`config.mk`:
```
export PLATFORM = sky130hd
export DESIGN_NAME = mips_mem_arbiter
export DESIGN_NICKNAME = d
export VERILOG_FILES = /design/src/rtl/mips_mem_arbiter.sv
export SDC_FILE = /design/constraint.sdc
export NUM_CORES = 1
export LEC_CHECK = 0
export ABC_AREA = 0
export BUFFER_PORTS_ARGS = -buffer_cell sky130_fd_sc_hd__buf_4
export CORE_ASPECT_RATIO = 0.7
export CORE_MARGIN = 1
export CORE_UTILIZATION = 40
export CTS_CLUSTER_SIZE = 10
export DETAILED_ROUTE_END_ITERATION = 10
export HOLD_SLACK_MARGIN = 0.1
export PLACE_DENSITY = 0.77
export SLEW_MARGIN = 20
export SYNTH_ARGS = -nofsm -noshare
export SYNTH_HDL_FRONTEND = slang
export SYNTH_SLANG_ARGS = --single-unit
```
`constraint.sdc`:
```
create_clock -name clk -period 1.5 [get_ports clk]
set_input_delay 0.15 -clock clk [delete_from_list [all_inputs] [get_ports clk]]
set_output_delay 0.15 -clock clk [all_outputs]
set_load 0.01 [all_outputs]
```
`src/rtl/mips_mem_arbiter.sv`:
```
// mips_mem_arbiter: shares one synchronous-read MIPS32 memory between the host loader
// (port 0), LW/SW data access (port 1) and instruction fetch (port 2).
// Each access runs ISSUE then RESP. Only one access is outstanding at a time.
// Optional statistics counters are built when MIPS_ARB_STATS_EN is defined.
module mips_mem_arbiter #(
    parameter int unsigned AW           = 5,
    parameter int unsigned DW           = 32,
    parameter int unsigned STARVE_LIMIT = 4
) (
    input  logic          clk,
    input  logic          rst_n,
    input  logic          cpu_halted,
    input  logic [2:0]    req,
    input  logic [AW-1:0] host_addr,
    input  logic [DW-1:0] host_wdata,
    input  logic          host_we,
    input  logic [AW-1:0] data_addr,
    input  logic [DW-1:0] data_wdata,
    input  logic          data_we,
    input  logic [AW-1:0] if_addr,
    output logic [2:0]    gnt,
    output logic [2:0]    rsp_valid,
    output logic [DW-1:0] rsp_data,
    output logic          mem_en,
    output logic          mem_we,
    output logic [AW-1:0] mem_addr,
    output logic [DW-1:0] mem_wdata,
    input  logic [DW-1:0] mem_rdata,
    input  logic [1:0]    stat_sel,
    output logic [31:0]   stat_val
);

    localparam int unsigned CW = $clog2(STARVE_LIMIT + 1);
    localparam logic [CW-1:0] Limit = CW'(STARVE_LIMIT);

    typedef enum logic [1:0] {StIdle, StIssue, StResp} state_e;

    state_e state_q, state_d;

    logic [2:0]    gnt_q, gnt_d;
    logic [2:0]    rsp_valid_q, rsp_valid_d;
    logic [DW-1:0] rsp_data_q, rsp_data_d;
    logic          mem_en_q, mem_en_d;
    logic          mem_we_q, mem_we_d;
    logic [AW-1:0] mem_addr_q, mem_addr_d;
    logic [DW-1:0] mem_wdata_q, mem_wdata_d;

    // Port being served and whether its access was a write (write acks return 0).
    logic [2:0]    served_q, served_d;
    logic          served_we_q, served_we_d;

    logic [2:0][CW-1:0] wait_q, wait_d;

    logic [2:0] starved;
    logic [2:0] win;
    logic       grant;

    // Starvation flags: a requesting port whose wait count reached the limit.
    always_comb begin
        for (int i = 0; i < 3; i++) begin
            starved[i] = req[i] && (wait_q[i] >= Limit);
        end
    end

    // Priority pick: starved ports by index, else halted order, else running order.
    always_comb begin
        win = 3'b000;
        if (|starved) begin
            if (starved[0])      win = 3'b001;
            else if (starved[1]) win = 3'b010;
            else                 win = 3'b100;
        end else if (cpu_halted) begin
            if (req[0])      win = 3'b001;
            else if (req[1]) win = 3'b010;
            else if (req[2]) win = 3'b100;
        end else begin
            if (req[1])      win = 3'b010;
            else if (req[2]) win = 3'b100;
            else if (req[0]) win = 3'b001;
        end
    end

    // Next-state and registered-output logic for the ISSUE/RESP sequence.
    always_comb begin
        state_d     = state_q;
        gnt_d       = 3'b000;
        rsp_valid_d = 3'b000;
        rsp_data_d  = '0;
        mem_en_d    = 1'b0;
        mem_we_d    = 1'b0;
        mem_addr_d  = mem_addr_q;
        mem_wdata_d = mem_wdata_q;
        served_d    = served_q;
        served_we_d = served_we_q;
        grant       = 1'b0;

        unique case (state_q)
            StIdle: begin
                if (|req) begin
                    state_d = StIssue;
                    grant   = 1'b1;
                end
            end
            StIssue: begin
                state_d = StResp;
            end
            StResp: begin
                // mem_rdata is valid now, one cycle after the ISSUE strobe.
                rsp_valid_d = served_q;
                rsp_data_d  = served_we_q ? '0 : mem_rdata;
                if (|req) begin
                    state_d = StIssue;
                    grant   = 1'b1;
                end else begin
                    state_d = StIdle;
                end
            end
            default: begin
                state_d = StIdle;
            end
        endcase

        // Latch the winner's request fields at the arbitration edge.
        if (grant) begin
            gnt_d    = win;
            mem_en_d = 1'b1;
            served_d = win;
            unique case (win)
                3'b001: begin
                    mem_we_d    = host_we;
                    mem_addr_d  = host_addr;
                    mem_wdata_d = host_wdata;
                end
                3'b010: begin
                    mem_we_d    = data_we;
                    mem_addr_d  = data_addr;
                    mem_wdata_d = data_wdata;
                end
                3'b100: begin
                    mem_we_d    = 1'b0;
                    mem_addr_d  = if_addr;
                    mem_wdata_d = '0;
                end
                default: begin
                    mem_we_d = 1'b0;
                end
            endcase
            served_we_d = mem_we_d;
        end
    end

    // Wait counters: count losses while requesting, saturate, clear on grant or req drop.
    always_comb begin
        wait_d = wait_q;
        for (int i = 0; i < 3; i++) begin
            if (!req[i]) begin
                wait_d[i] = '0;
            end else if (grant) begin
                if (win[i]) begin
                    wait_d[i] = '0;
                end else if (wait_q[i] < Limit) begin
                    wait_d[i] = wait_q[i] + 1'b1;
                end
            end
        end
    end

    // State and output registers.
    always_ff @(posedge clk or negedge rst_n) begin
        if (!rst_n) begin
            state_q     <= StIdle;
            gnt_q       <= 3'b000;
            rsp_valid_q <= 3'b000;
            rsp_data_q  <= '0;
            mem_en_q    <= 1'b0;
            mem_we_q    <= 1'b0;
            mem_addr_q  <= '0;
            mem_wdata_q <= '0;
            served_q    <= 3'b000;
            served_we_q <= 1'b0;
            wait_q      <= '0;
        end else begin
            state_q     <= state_d;
            gnt_q       <= gnt_d;
            rsp_valid_q <= rsp_valid_d;
            rsp_data_q  <= rsp_data_d;
            mem_en_q    <= mem_en_d;
            mem_we_q    <= mem_we_d;
            mem_addr_q  <= mem_addr_d;
            mem_wdata_q <= mem_wdata_d;
            served_q    <= served_d;
            served_we_q <= served_we_d;
            wait_q      <= wait_d;
        end
    end

    assign gnt       = gnt_q;
    assign rsp_valid = rsp_valid_q;
    assign rsp_data  = rsp_data_q;
    assign mem_en    = mem_en_q;
    assign mem_we    = mem_we_q;
    assign mem_addr  = mem_addr_q;
    assign mem_wdata = mem_wdata_q;

`ifdef MIPS_ARB_STATS_EN
    // Index 0..2: grants per port, index 3: conflict cycles.
    logic [3:0][31:0] stat_q;
    logic [31:0]      stat_val_q;
    logic             conflict;

    // A conflict is an arbitration edge with two or more requests set.
    always_comb begin
        conflict = grant && ($countones(req) >= 2);
    end

    // Saturating statistics counters, cleared only by reset.
    always_ff @(posedge clk or negedge rst_n) begin
        if (!rst_n) begin
            stat_q <= '0;
        end else begin
            for (int i = 0; i < 3; i++) begin
                if (grant && win[i] && (stat_q[i] != 32'hFFFF_FFFF)) begin
                    stat_q[i] <= stat_q[i] + 32'd1;
                end
            end
            if (conflict && (stat_q[3] != 32'hFFFF_FFFF)) begin
                stat_q[3] <= stat_q[3] + 32'd1;
            end
        end
    end

    // Registered statistics readout.
    always_ff @(posedge clk or negedge rst_n) begin
        if (!rst_n) begin
            stat_val_q <= '0;
        end else begin
            stat_val_q <= stat_q[stat_sel];
        end
    end

    assign stat_val = stat_val_q;
`else
    logic unused_stat_sel;
    assign unused_stat_sel = ^stat_sel;
    assign stat_val        = '0;
`endif

endmodule

```
### Yosys cells after proc, flatten, opt, wreduce, memory -nomap -nowiden

Index checks and enable logic that the tools add are counted.

* output and inout port bits: 109
* flip-flop bits (word level): 92
* bits of input ports: 121

* muxes and demuxes: 36
* magnitude comparators: 6
* add/subtract/negate cells: 3
* reductions and logical operators: 12
* equality and inequality tests: 12

Operator list (number)
* $pmux 32 s3: 1
* $mux 3: 23
* $mux 32: 2
* $pmux 5 s3: 1
* $add 3x1->3 const B: 3
* $ge 3x3->1 const B: 3
* $lt 3x3->1 const B: 3
* $ne 3x1->1 const B: 3
* $reduce_and 2->1: 4
* $mux 1: 6
* $ne 2x1->1 const B: 3
* $pmux 2 s3: 1
* $reduce_or 3->1: 2
* $eq 3x1->1 const B: 1
* $eq 3x2->1 const B: 1
* $eq 3x3->1 const B: 1
* $logic_and 1x1->1: 3
* $reduce_bool 3->1: 1
* $eq 2x1->1 const B: 1
* $eq 2x2->1 const B: 1
* $logic_not 2->1: 1
* $mux 2: 1
* $ne 2x2->1 const B: 1
* $pmux 1 s2: 1
* $reduce_or 2->1: 1

### Logic depth before layout (Yosys ltp)

Gate-level depths: netlist (run 1).

* word-level depth: 8
* gate-level depth with buffers: 7
* mapped depth without buffers: 5

### Least setup slack after synthesis (run 1)

OpenSTA, ideal clock, no wires.

* path type: reg2reg
* start: register wait_q[5] (netlist bit)
* end: register mem_wdata_q[0], in the netlist mem_wdata[0]
* stages on the path, launching flop included: 6
* clock period less this slack: 1.534 ns
* arrival time: 1.408 ns
* setup slack: -0.034 ns
* setup time: 0.126 ns
* path buffers: 1
* data required time: 1.374 ns
* cell sequence: dfrtp_1 > nand2b_4 > a21boi_4 > nor4_4 > buf_6 > a221o_1

* longest elaborated chain between the ends: 8

Ends and longest elaborated chain
* start, declared: line 52 `logic [2:0][CW-1:0] wait_q, wait_d;`
* start signal, assigned: line 193 `wait_q <= wait_d;`
* $ge 3x3->1 (*): line 61 `starved[i] = req[i] && (wait_q[i] >= Limit);`
* $logic_and 1x1->1 (*): line 61
* $mux 3: line 70 `else if (starved[1]) win = 3'b010;`
* $mux 3: line 69 `if (starved[0]) win = 3'b001;`
* $mux 3 (*): line 68 `if (|starved) begin`
* $eq 3x2->1 (tied with other cells): line 128 `unique case (win)`
* $reduce_bool 3->1 (no line)
* $reduce_and 2->1 (no line)
* end signal, assigned: line 190 `mem_wdata_q <= mem_wdata_d;`
* end, declared: line 46 `logic [DW-1:0] mem_wdata_q, mem_wdata_d;`

Every way passes the cells marked *; elsewhere a longest branch is shown, timed or not.
A chain may end at the register's enable or synchronous reset.

### Worst setup path in the final report (run 1)

* start: register wait_q[5] (netlist bit)
* end: register mem_wdata_q[8], in the netlist mem_wdata[8]

The elaborated chain is that of the path after synthesis.

==> results of run 1 <==
## per-layer routing
layer / global-route usage, % / vias up / wire length [um]
met5: 0 / - / 0
met4: 7.21 / 0 / 192
met3: 8.16 / 22 / 1240
met2: 43.8 / 197 / 6870
met1: 29.6 / 1882 / 5220
li1: - / 1767 / -
## kinds of logic (layout without fill, tap and decap cells)
kind of cell / after synthesis / count (layout) / share of synthesized area [%]
DFF: 92 / 92 / 56.7
other: 1 / 32 / 0.0924
AOI/OAI and AO/OA: 76 / 76 / 16.2
buffers and inverters: 57 / 343 / 9.71
adders and majority gates: 3 / 3 / 0.925
and+or+nand+nor: 112 / 112 / 16.4
## placed cells by master (no fill, tap or decap), drive strengths merged, types with 4 or more instances in the layout
cell	Yosys	routed
nor2	12	12
nand3	6	6
dfrtp	92	92
a31oi	11	11
inv	6	8
a21oi	5	5
conb	1	32
o211ai	6	6
buf	45	219
nor2b	4	4
a221o	33	33
dlygate4sd3	0	102
and2	67	67
clkbuf	6	10
nand2	10	10
a21boi	5	5
## area by class of cell
type                            count  share of cell area (%)
Timing Repair Buffer              321                    38.9
Tap cell                          128                    2.25
Inverter                            6                   0.317
Sequential cell                    92                    32.4
Clock buffer                       10                    3.36
Clock inverter                      6                   0.986
Multi-Input combinational cell    223                    21.7
## worst register-to-register path, delay by kind of cell, from the launching register on
family | cells | cell delay (ps)
simple gates | 1 | 170
buf+inv | 1 | 160
compound gates | 3 | 700
flops | 1 | 390
## sequential cells by signal, indices dropped and copies added, names as in the netlist
name         cells
mem_wdata       32
rsp_valid        3
wait_q           9
served_q         3
mem_addr         5
rsp_data        32
served_we_q      1
state_q          2
mem_en           1
mem_we           1
gnt              3
## how the worst max path moves through the flow
| stage | startpoint | endpoint | slack [ps] | cells past startpoint |
|---|---|---|---|---|
| CTS | wait_q[5] | wait_q[7] | -1 | 6 |
| global route | wait_q[5] | mem_wdata[23] | -70 | 5 |
| finish | wait_q[5] | mem_wdata[8] | -40 | 5 |
| detailed placement | wait_q[5] | mem_wdata[17] | -70 | 5 |
| global placement | wait_q[5] | mem_wdata[17] | -20 | 5 |
| floorplan | wait_q[5] | mem_wdata[21] | 2 | 6 |
## metrics by stage
step                      util, %  instance area (um^2)  setup WS [ps]  TNS [ps]  hold slack, ps
final                        72.8                  7100          -37.2      -458             126
after global routing         72.8                  7100          -71.5     -1740             122
after CTS                    72.1                  7030          -1.43     -1.43             100
after detailed placement     57.7                  5630          -69.0     -1350             239
after global placement       57.7                  5630          -18.7      -193             234
after floorplan                 -                  4180           1.96         0            -146
## report_power, final
group	switching, mW	internal (mW)
logic	0.945	1.20
registers	0.205	2.84
clock network	0.965	1.35
total	2.11	5.39
## what timing repair did
item / CTS / global route
hold buffers: 101 / 1
endpoints found under the setup margin: 32 / 75
pin swaps: 3 / 8
cloned: 1 / 0
buffers inserted: 5 / 0
hold endpoints to repair: 161 / 1
gates resized for setup: 6 / 12
==> flow_results.org, run 1 <==
** Setup path
- Traced cell by cell, the critical path runs through nand2b_4, a22oi_2, o211a_4, buf_16, a221o_1.
- Critical path startpoint category :: flop
- In this run the worst path has a maximum fanout of 11.
- The worst setup path is captured at a flop.
- Slack of the worst reg-to-reg path :: -40 ps
- The slowest stage of the critical path belongs to the cell sky130_fd_sc_hd__dfrtp_1.
- Buf/Inv on CP :: 1
- Worst Reg2Reg Path Length in Cells :: 5
- The worst register-to-register path ends at mem_wdata[8].
- Maximum cell stage delay along the critical path :: 390 ps
- Worst EP required :: 1710 ps
- CP delay by family, top :: compound AO/OA/AOI/OAI gates
- Crit Reg-Reg Startpoint :: wait_q[5]
- Endpoint arrival time on the critical path :: around 1700 ps
- The critical path in this run is classified as flop to flop.

** Placement
- In this run, placement finished with an instance count of 662.
- # port buffers :: 195
- Routability-driven placement finished with a final weighted congestion of 0.909.
- Detailed placement ended at an HPWL of 7970 um.

** Pwr
- In this run the static leakage power is about 3.5 nW.
- Across the VDD grid, the largest voltage drop is 695 uV.
- Areal power density over the cells :: 1060 mW/mm^2
- The completed layout was analyzed and its total power is 7.50 mW.

** Clock tree
- Worst-path clk slew :: 60 ps
- For the worst-skew pair, the clock arrives at the later sink with an insertion delay of 330 ps.
- The clock net in this run drives a total of 92 sinks.
- Library cell used as clock root buffer :: sky130_fd_sc_hd__clkbuf_16
- Maximum count of clock buffers along a single path :: 2
- In this run the number of H-tree levels came out at 3.
- TritonCTS built the clock tree.
- Buffers inserted during clock tree synthesis total 9.

** Detailed routing
- In the final routed layout, each cell accounts on average for between 15 and 20 um.
- Iteration count of the initial detailed-routing pass :: 4
- For this block, the via count after detailed routing is 3868.
- Routed WL :: 13500 um
- Number of DRC violations after detailed routing :: 0
- In this run, the number of DRC markers left after iteration 0 of detailed routing was 171.
- Routed Antenna Nets :: 0
- In the routed layout, each cell is associated on average with a via count of 4.92.

** Synth
- Avg Inst Size Synth :: roughly 12 um^2
- Share of async-settable or async-resettable flops after synthesis :: 100%
- The most used flip-flop cell after synthesis is sky130_fd_sc_hd__dfrtp_1.
- The synthesized design contains 0 enable-type register cells.
- Counting flops and latches in the post-synthesis netlist gives 92.
- List of most frequent post-synthesis cells :: sky130_fd_sc_hd__dfrtp_1 (92), sky130_fd_sc_hd__and2_1 (37), sky130_fd_sc_hd__a221o_1 (33), sky130_fd_sc_hd__buf_4 (32), sky130_fd_sc_hd__and2_0 (30)
- Yosys instantiated no cell more often than sky130_fd_sc_hd__dfrtp_1.
- Number of instances in the synthesized netlist :: 341
- Sequential cells were found to cover 56.7% of the synthesized design area.
- After synthesis, the netlist uses 42 different library cells.
- Summing every instance area after synthesis gives 0.00406 mm^2.
- Area share of the leading cell type in the synthesized netlist :: 56.7%
- Top post-synthesis cells by area :: sky130_fd_sc_hd__dfrtp_1 (57%), sky130_fd_sc_hd__a221o_1 (8.1%), sky130_fd_sc_hd__buf_4 (5.9%), sky130_fd_sc_hd__and2_1 (5.7%), sky130_fd_sc_hd__and2_0 (4.6%)
- The synthesized design spends more area on one cell type than any other, namely sky130_fd_sc_hd__dfrtp_1.
- For this run, the number of Yosys warnings is 0.

** Layout
- For this run, the post-layout net count is 777.
- Of the cells placed in the final design, the portion with a size suffix greater than 1 is 38.9%.
- Number of inserted diodes :: 0
- Combined flip-flop and latch cell area :: 0.00230 mm^2
- Footprint of the multi-input gates :: roughly 0.0015 mm^2
- From synthesis to final layout, the design area changed by 75.1%.
- Fin cells :: 786
- Filler Cell Count :: 620

** STA
- Count of final max-slew check failures :: 0
- Top achievable clock speed :: around 650 MHz
- Worst rel slew slack :: around two thirds
- Setup repair after global routing could not meet its margin everywhere.
- Setup violations remaining at the end of the flow were counted as 31.
- The number of hold violations in the final report was 0.
- After layout, the worst path uses 102% of the clock period.
- Worst-margin pin slew :: 524 ps
- Setup slack on the critical path of the routed design comes to -37.2 ps.
- Subtracting the final worst setup slack from the clock period gives roughly 1500 ps.
- On the final layout, the worst clock skew is between 4 and 5 ps.

** Die
- The core region is 0.00976 mm^2.
- Vertical extent of the die :: 86.3 um
- Number of core rows :: 30
- The initial utilization of the core area, before any placement, comes to 41.6%.
- Number of top-level design ports :: 230
- Die Area :: 0.0106 mm^2
- The die is around 120 um wide.

** Run status
- Violated checks :: setup timing
- The flow ran to the end, but the final reports show violations.

** Global route
- Overall overflow remaining after global route :: 0
- Number of antenna violations at the first check in global routing :: 0
- The first global-routing pass estimated 20200 um of wire.
- Pin count of the biggest net entering global routing :: 93
- The number of global-route vias before repair was 4062.
- Total routing usage reported by global routing :: 25.1%

** Hold path
- Path class of the lowest-slack min-delay path :: primary input to flop
- For hold timing, the worst endpoint is mem_addr[0].
- The worst hold path passes through 3 cells.
- The startpoint identified for the worst hold timing path is data_addr[0].

** Job
- Max-cap violations in this run came to 0.
Power figures use the tool's default switching activity.
==> run 2: changes to the inputs <==
--- a/config.mk
+++ b/config.mk
@@ -13,7 +13,7 @@
 export CTS_CLUSTER_SIZE = 10
 export DETAILED_ROUTE_END_ITERATION = 10
 export HOLD_SLACK_MARGIN = 0.1
-export PLACE_DENSITY = 0.77
+export PLACE_DENSITY = 0.87
 export SLEW_MARGIN = 20
 export SYNTH_ARGS = -nofsm -noshare
 export SYNTH_HDL_FRONTEND = slang
==> run 2 against run 1 <==
- the run still ends with setup timing left
- clock-buffer cell count did not move
- power rose by 3.8%
- sequential cell count did not move
==> flow_results.org, run 2 (same netlist as run 1, synthesis figures left out) <==
** Setup path
- Cell-by-cell trace of the critical path :: nand2b_4, a22oi_2, o211a_4, buf_12, a221o_1
- Counting cells, the worst reg-to-reg path comes to 5.
- Maximum cell stage delay along the critical path :: 410 ps
- Endpoint arrival time on the critical path :: 1760 ps
- The worst setup path is launched from a flop.
- The slowest stage of the critical path belongs to the cell sky130_fd_sc_hd__dfrtp_1.
- First element of the critical path :: wait_q[5]
- WS Path Type :: flop to flop
- Of all nets on the critical path, the largest fanout is 15.
- Crit path capture type :: flop
- Worst EP required :: 1700 ps
- In this run the critical register-to-register path is launched from wait_q[5].

** Pwr
- The analysis attributes to cell leakage a power of roughly 3.5 nW.
- VDD sags by at most 737 uV.
- Switch share :: a little over a quarter
- Power comes to 7.79 mW.
- Internal power comes to 5.68 mW.
- Areal power density over the cells :: 1100 mW/mm^2
- Clock Power Share :: around 34%
- Combinational logic is responsible for between 20% and 30% of the overall power.
- For this design the total switching power over the nets is 2.11 mW.
- Relative contribution of sequential cells to total power :: 39.0%

** Die
- Measured along the y axis, the die boundary spans roughly 86 um.
- Core region area :: 0.00976 mm^2
- Number of core rows :: 30
- The die covers 0.0106 mm^2.
- Initial Util :: 41.6%
- The die is ~120 um wide.
- In this run the count of I/O pins placed on the die edge is 230.

** Detailed routing
- For this block, the routed nets add up to 13500 um of wire.
- After detailed routing, the number of remaining DRC violations is 0.
- Average vias per placed instance :: 4.95
- The detailed router finished its first iteration with 207 violations.
- For this block, the via count after detailed routing is approximately 3900.
- In the final routed layout, each cell accounts on average for 17.2 um.
- Once detail routing completed, the nets flagged for antenna violations numbered 0.
- Iteration count of the initial detailed-routing pass :: 4

** Placement
- OpenSTA, run right after detailed placement, puts the worst setup slack at -32.4 ps.
- Summed over all nets, the half-perimeter wirelength after detailed placement is 7890 um.
- During placement, the flow inserted port buffers numbering around 200.
- At the end of routability-driven placement, the weighted congestion stood at 0.905.

** Global route
- Entering global routing, the biggest net connects 93 pins.
- Number of antenna violations at the first check in global routing :: 0
- The first global-routing pass estimated about 21000 um of wire.
- In the global route stage, overall resource usage came out at between 20% and 30%.
- The number of global-route vias before repair was between 4000 and 5000.
- Summed over all layers, the global routing overflow is 0.

** Layout
- The number of antenna diodes in the final layout is 0.
- Filler Cell Count :: around 630
- Ratio of cells with drive above 1 in the final layout :: 38.4%
- Final cell utilization of the core :: 72.5%
- Relative area change from synthesis to final layout :: 74.5%
- The top cell types in the final layout, fill and taps aside, are sky130_fd_sc_hd__buf_4 (213), sky130_fd_sc_hd__dlygate4sd3_1 (101), sky130_fd_sc_hd__dfrtp_1 (91).
- For this run, the post-layout net count is 776.
- Most common cell after layout, fill and taps aside :: sky130_fd_sc_hd__buf_4

** Job
- Total of max-cap violations :: 0

** Clock tree
- TritonCTS built the clock tree.
- Maximum count of clock buffers along a single path :: 2
- Number of buffers created by CTS :: 9
- In this run the number of H-tree levels came out at 3.
- CTS sink cnt :: 92
- Clock latency of the later-clocked register in the worst-skew pair :: 330 ps
- Clock tree synthesis selected as its root buffer the cell sky130_fd_sc_hd__clkbuf_16.
- After clock tree synthesis, the clock-pin slew on the worst setup and hold paths is 70 ps.

** STA
- Static timing analysis puts the maximum clock frequency at roughly 640 MHz.
- Measured against its own limit, the worst slew margin works out to 64.5%.
- Number of setup violations in the final report :: 32
- Final total negative setup slack :: -1350 ps
- Time the final worst path needs with I/O delays and setup :: 1560 ps
- Final hold violation count :: 0
- For the pin with the worst max-slew slack, the measured transition is ~530 ps.
- Setup slack on the critical path of the routed design comes to -62.2 ps.
- The total count of max-transition violations in the final report came to 0.
- Final worst clock skew :: around 9 ps
- Unrepaired setup endpoints after global routing :: true
- In the finished design, the share of the clock period the worst path needs comes to 104%.

** Hold path
- The worst hold path belongs to the class primary input to flop.
- Hold Path Origin :: data_addr[3]
- The worst hold path was traced through 3 stages.

** Run status
- Run status :: finished with violations
- Violated checks :: setup timing
[run 2: timing repair]
action | in CTS | in global routing
cloned | 0 | 1
resized for setup | 0 | 7
buffers inserted | 1 | 1
setup endpoints to repair | 29 | 68
endpoints found under the hold margin | 161 | 0
hold buffers | 101 | 0
pin swaps | 0 | 0
[run 2: power groups by stage]
stage | Combinational [mW] | Clock [mW] | Sequential, mW
finish | 2.13 | 2.62 | 3.04
global route | 2.29 | 2.79 | 3.07
CTS | 2.06 | 2.68 | 3.03
detailed placement | 1.84 | 0 | 3.06
global placement | 1.78 | 0 | 3.05
floorplan | 0.738 | 0 | 3.19
[run 2: worst max-delay path, delay by kind of cell (launching register included)]
kind	cells	cell delay [ps]
flip-flops	1	410
AND/OR/NAND/NOR	1	180
AO/OA/AOI/OAI	3	680
buffers and inverters	1	160
[run 2: layout make-up]
type / count / area (um^2) / area share [%]
Sequential cell: 92 / 2300 / 32.5
Clock buffer: 10 / 229 / 3.23
Multi-Input combinational cell: 223 / 1510 / 21.3
Tap cell: 128 / 160 / 2.26
Clock inverter: 6 / 119 / 1.68
Inverter: 6 / 22.5 / 0.318
Timing Repair Buffer: 320 / 2740 / 38.6
[run 2: per-stage QoR]
| step | hold slack (ps) | cells | area (um^2) |
|---|---|---|---|
| after floorplan | -146 | 372 | 4180 |
| after global placement | 230 | 665 | 5650 |
| after detailed placement | 237 | 665 | 5650 |
| after CTS | 104 | 783 | 7020 |
| after global routing | 105 | 785 | 7080 |
| final | 111 | 785 | 7080 |
[run 2: final timing paths]
check	end	slack, ps
min in group asynchronous	wait_q[6]	370
hold reg to reg	state_q[1]	440
setup reg to reg	mem_wdata[31]	-60
max in group asynchronous	wait_q[0]	680
setup / recovery	mem_wdata[31]	-60
hold / removal	mem_addr[3]	110
[run 2: metal layers]
layer,global-route usage [%],share of wire (%),up-vias
met2,44.7,50,239
met3,9.34,9.7,31
li1,-,-,1765
met4,9.31,2.1,0
met5,0,0,-
met1,28.8,38,1849
==> run 3: changes to the inputs <==
--- a/config.mk
+++ b/config.mk
@@ -12,6 +12,7 @@
 export CORE_UTILIZATION = 40
 export CTS_CLUSTER_SIZE = 10
 export DETAILED_ROUTE_END_ITERATION = 10
+export GPL_TIMING_DRIVEN = 0
 export HOLD_SLACK_MARGIN = 0.1
 export PLACE_DENSITY = 0.87
 export SLEW_MARGIN = 20
==> run 3 against run 2 <==
- sequential power is essentially flat
- combinational power grew 7%
- the flow still finishes with violations (setup timing)
- setup slack lost 72 ps
- register-to-register slack lost 70 ps
==> flow_results.org, run 3 (same netlist as run 1, synthesis figures left out) <==
** Detailed routing
- For this block, the via count after detailed routing is roughly 4100.
- Routed WL :: 14600 um
- For this run, design rule violations remaining after detail routing come to 0.
- Routed Antenna Nets :: 0
- Using the TritonRoute via totals, the vias-per-cell ratio works out to 4.96.
- Detailed-route wire length per cell :: 17.6 um
- Iteration count of the initial detailed-routing pass :: 5
- In this run, the number of DRC markers left after iteration 0 of detailed routing was 181.

** Pwr
- VDD IR-drop max :: 692 uV
- The internal portion of the total power is 5.62 mW.
- Relative contribution of sequential cells to total power :: 39.2%
- Combinational logic burns 29.3% of the power.
- Of the total power, the clock network draws 31.6%.
- Areal power density over the cells :: 1050 mW/mm^2
- In this run switching power makes up 27.6% of total power.
- For this design the total switching power over the nets is 2.14 mW.
- In this run the static leakage power is 3.76 nW.

** Die
- Die Area :: 0.0106 mm^2
- In this run the count of I/O pins placed on the die edge is 230.
- The floorplan step set the die height to 86.3 um.
- After floorplanning, the core was sized to cover 0.00976 mm^2.
- The initial utilization of the core area, before any placement, comes to between 40% and 50%.
- Die outline width :: between 100 and 150 um
- Number of core rows :: 30

** STA
- Portion of the clock cycle consumed by the worst path in the final layout :: 109%
- At the pin with the least slew margin, the transition time is between 800 and 900 ps.
- Hold is met by 122 ps.
- Number of setup violations in the final report :: 41
- Worst rel slew slack :: between 40% and 50%
- The number of hold violations in the final report came to 0.
- Adding up every negative setup slack in the final design gives -3930 ps.
- Once routing completed, OpenROAD measured the worst setup slack at -134 ps.
- Time the final worst path needs with I/O delays and setup :: 1630 ps
- For this run, the top clock speed supported by timing is around 610 MHz.
- The total count of max-transition violations in the final report was 0.
- Final worst clock skew :: 7.06 ps
- Setup repair after global routing could not meet its margin everywhere.

** Hold path
- The worst hold path was traced through 3 stages.
- Path class of the lowest-slack min-delay path :: primary input to flop
- For hold timing, the worst endpoint is mem_addr[3].
- The startpoint identified for the worst hold timing path is host_addr[3].

** Placement
- Routability-driven placement finished with a final weighted congestion of 0.914.
- The HPWL after detailed placement is about 8300 um.
- In this run, placement finished with an instance count of 695.
- In this run the cell area measured after placement is 0.00581 mm^2.
- # port buffers :: 195

** Layout
- The number of antenna diodes in the final layout is 0.
- The library cell used most frequently in the layout, excluding fill and tap cells, is sky130_fd_sc_hd__buf_4.
- Highest-count cells in the layout ignoring fill and taps :: sky130_fd_sc_hd__buf_4 (243), sky130_fd_sc_hd__dlygate4sd3_1 (103), sky130_fd_sc_hd__dfrtp_1 (92)
- The finished cells cover 0.00739 mm^2.
- For this run, the share of the core covered by cells in the final layout is between 70% and 80%.
- Compared with the post-synthesis result, the final layout area differs by 82.1%.
- Ratio of cells with drive above 1 in the final layout :: 42.1%
- The net count of the finished layout is 820.
- Fin cells :: 829

** Clock tree
- H-tree levels :: 3
- Number of buffers created by CTS :: 9
- Clock tree synthesis selected as its root buffer the cell sky130_fd_sc_hd__clkbuf_16.
- Worst-path clk slew :: 60 ps
- Maximum count of clock buffers along a single path :: 2
- CTS sink cnt :: 92
- At the later pin of the worst-skew pair, clock insertion delay measures 330 ps.
- TritonCTS clock tree :: built

** Global route
- Number of global-route vias before repair :: 4355
- Entering global routing, the biggest net connects 93 pins.
- For this run the aggregate overflow at the end of global routing stands at 0.
- First-pass GRT wire length :: around 22000 um
- Number of antenna violations at the first check in global routing :: 0
- Total routing usage reported by global routing :: about 28%

** Setup path
- For the worst setup path, the data required time is ~1700 ps.
- Crit Reg-Reg Startpoint :: wait_q[5]
- Endpoint arrival time on the critical path :: between 1500 and 2000 ps
- First element of the critical path :: wait_q[5]
- Crit path capture type :: flop
- Worst Reg2Reg Path Length in Cells :: 6
- The worst setup path is launched from a flop.
- Across all register-to-register paths, the minimum setup slack is -130 ps.
- Worst reg2reg endpoint :: mem_wdata[28]
- The setup path with the least slack is of type flop to flop.
- Maximum fanout along the worst path :: 10

** Run status
- The run finished, with violations left.
- Violated checks :: setup timing

** Job
- Total of max-cap violations :: 0
[run 3: how the worst max path moves through the flow]
stage	slack (ps)	cells after the start	to
3_5_place_dp	-400	5	rsp_data[3]
6_report	-130	6	mem_wdata[28]
4_1_cts	-130	6	mem_wdata[4]
5_1_grt	-170	6	mem_wdata[15]
3_3_place_gp	-350	5	rsp_data[3]
2_1_floorplan	2	6	mem_wdata[21]
[run 3: stage by stage]
stage | total power, mW | worst slack (ps)
after floorplan | 3.93 | 1.96
after global placement | 4.87 | -349
after detailed placement | 4.92 | -402
after CTS | 7.68 | -133
after global routing | 8.09 | -173
final | 7.77 | -134
[run 3: critical path: stages (launching register included)]
cell and delay [ps]:
sky130_fd_sc_hd__dfrtp_1 410, sky130_fd_sc_hd__buf_4 160, sky130_fd_sc_hd__and3b_2 270, sky130_fd_sc_hd__nor4_4 50
sky130_fd_sc_hd__buf_6 140, sky130_fd_sc_hd__buf_6 140, sky130_fd_sc_hd__a221o_1 330
[run 3: layout make-up]
class / instances / area [um^2]
Timing Repair Buffer: 313 / 2640
Fill cell: 580 / 2370
Inverter: 6 / 22.5
Sequential cell: 92 / 2300
Tap cell: 128 / 160
Buffer: 51 / 410
Clock buffer: 11 / 243
Multi-Input combinational cell: 223 / 1530
Clock inverter: 5 / 83.8
[run 3: metal layers]
layer / wire, um / up-vias / global-route usage, %
met2: 7280 / 247 / 47.5
met1: 5560 / 1961 / 32.1
met3: 1350 / 48 / 8.36
met4: 436 / 0 / 11.8
li1: - / 1853 / -
met5: 0 / - / 0
[run 3: power by group through the flow]
| stage | registers [mW] | clock network [mW] | logic (mW) |
|---|---|---|---|
| after floorplan | 3.19 | 0 | 0.738 |
| after global placement | 3.04 | 0 | 1.83 |
| after detailed placement | 3.05 | 0 | 1.87 |
| after CTS | 3.02 | 2.51 | 2.15 |
| after global routing | 3.08 | 2.58 | 2.43 |
| final | 3.04 | 2.45 | 2.27 |
[run 3: repair_timing]
action,4_1_cts,5_1_grt
setup endpoints to repair,71,73
resized for setup,15,25
buffers inserted,11,3
cloned,1,0
pin swaps,6,5
hold buffers,103,0
endpoints found under the hold margin,120,0
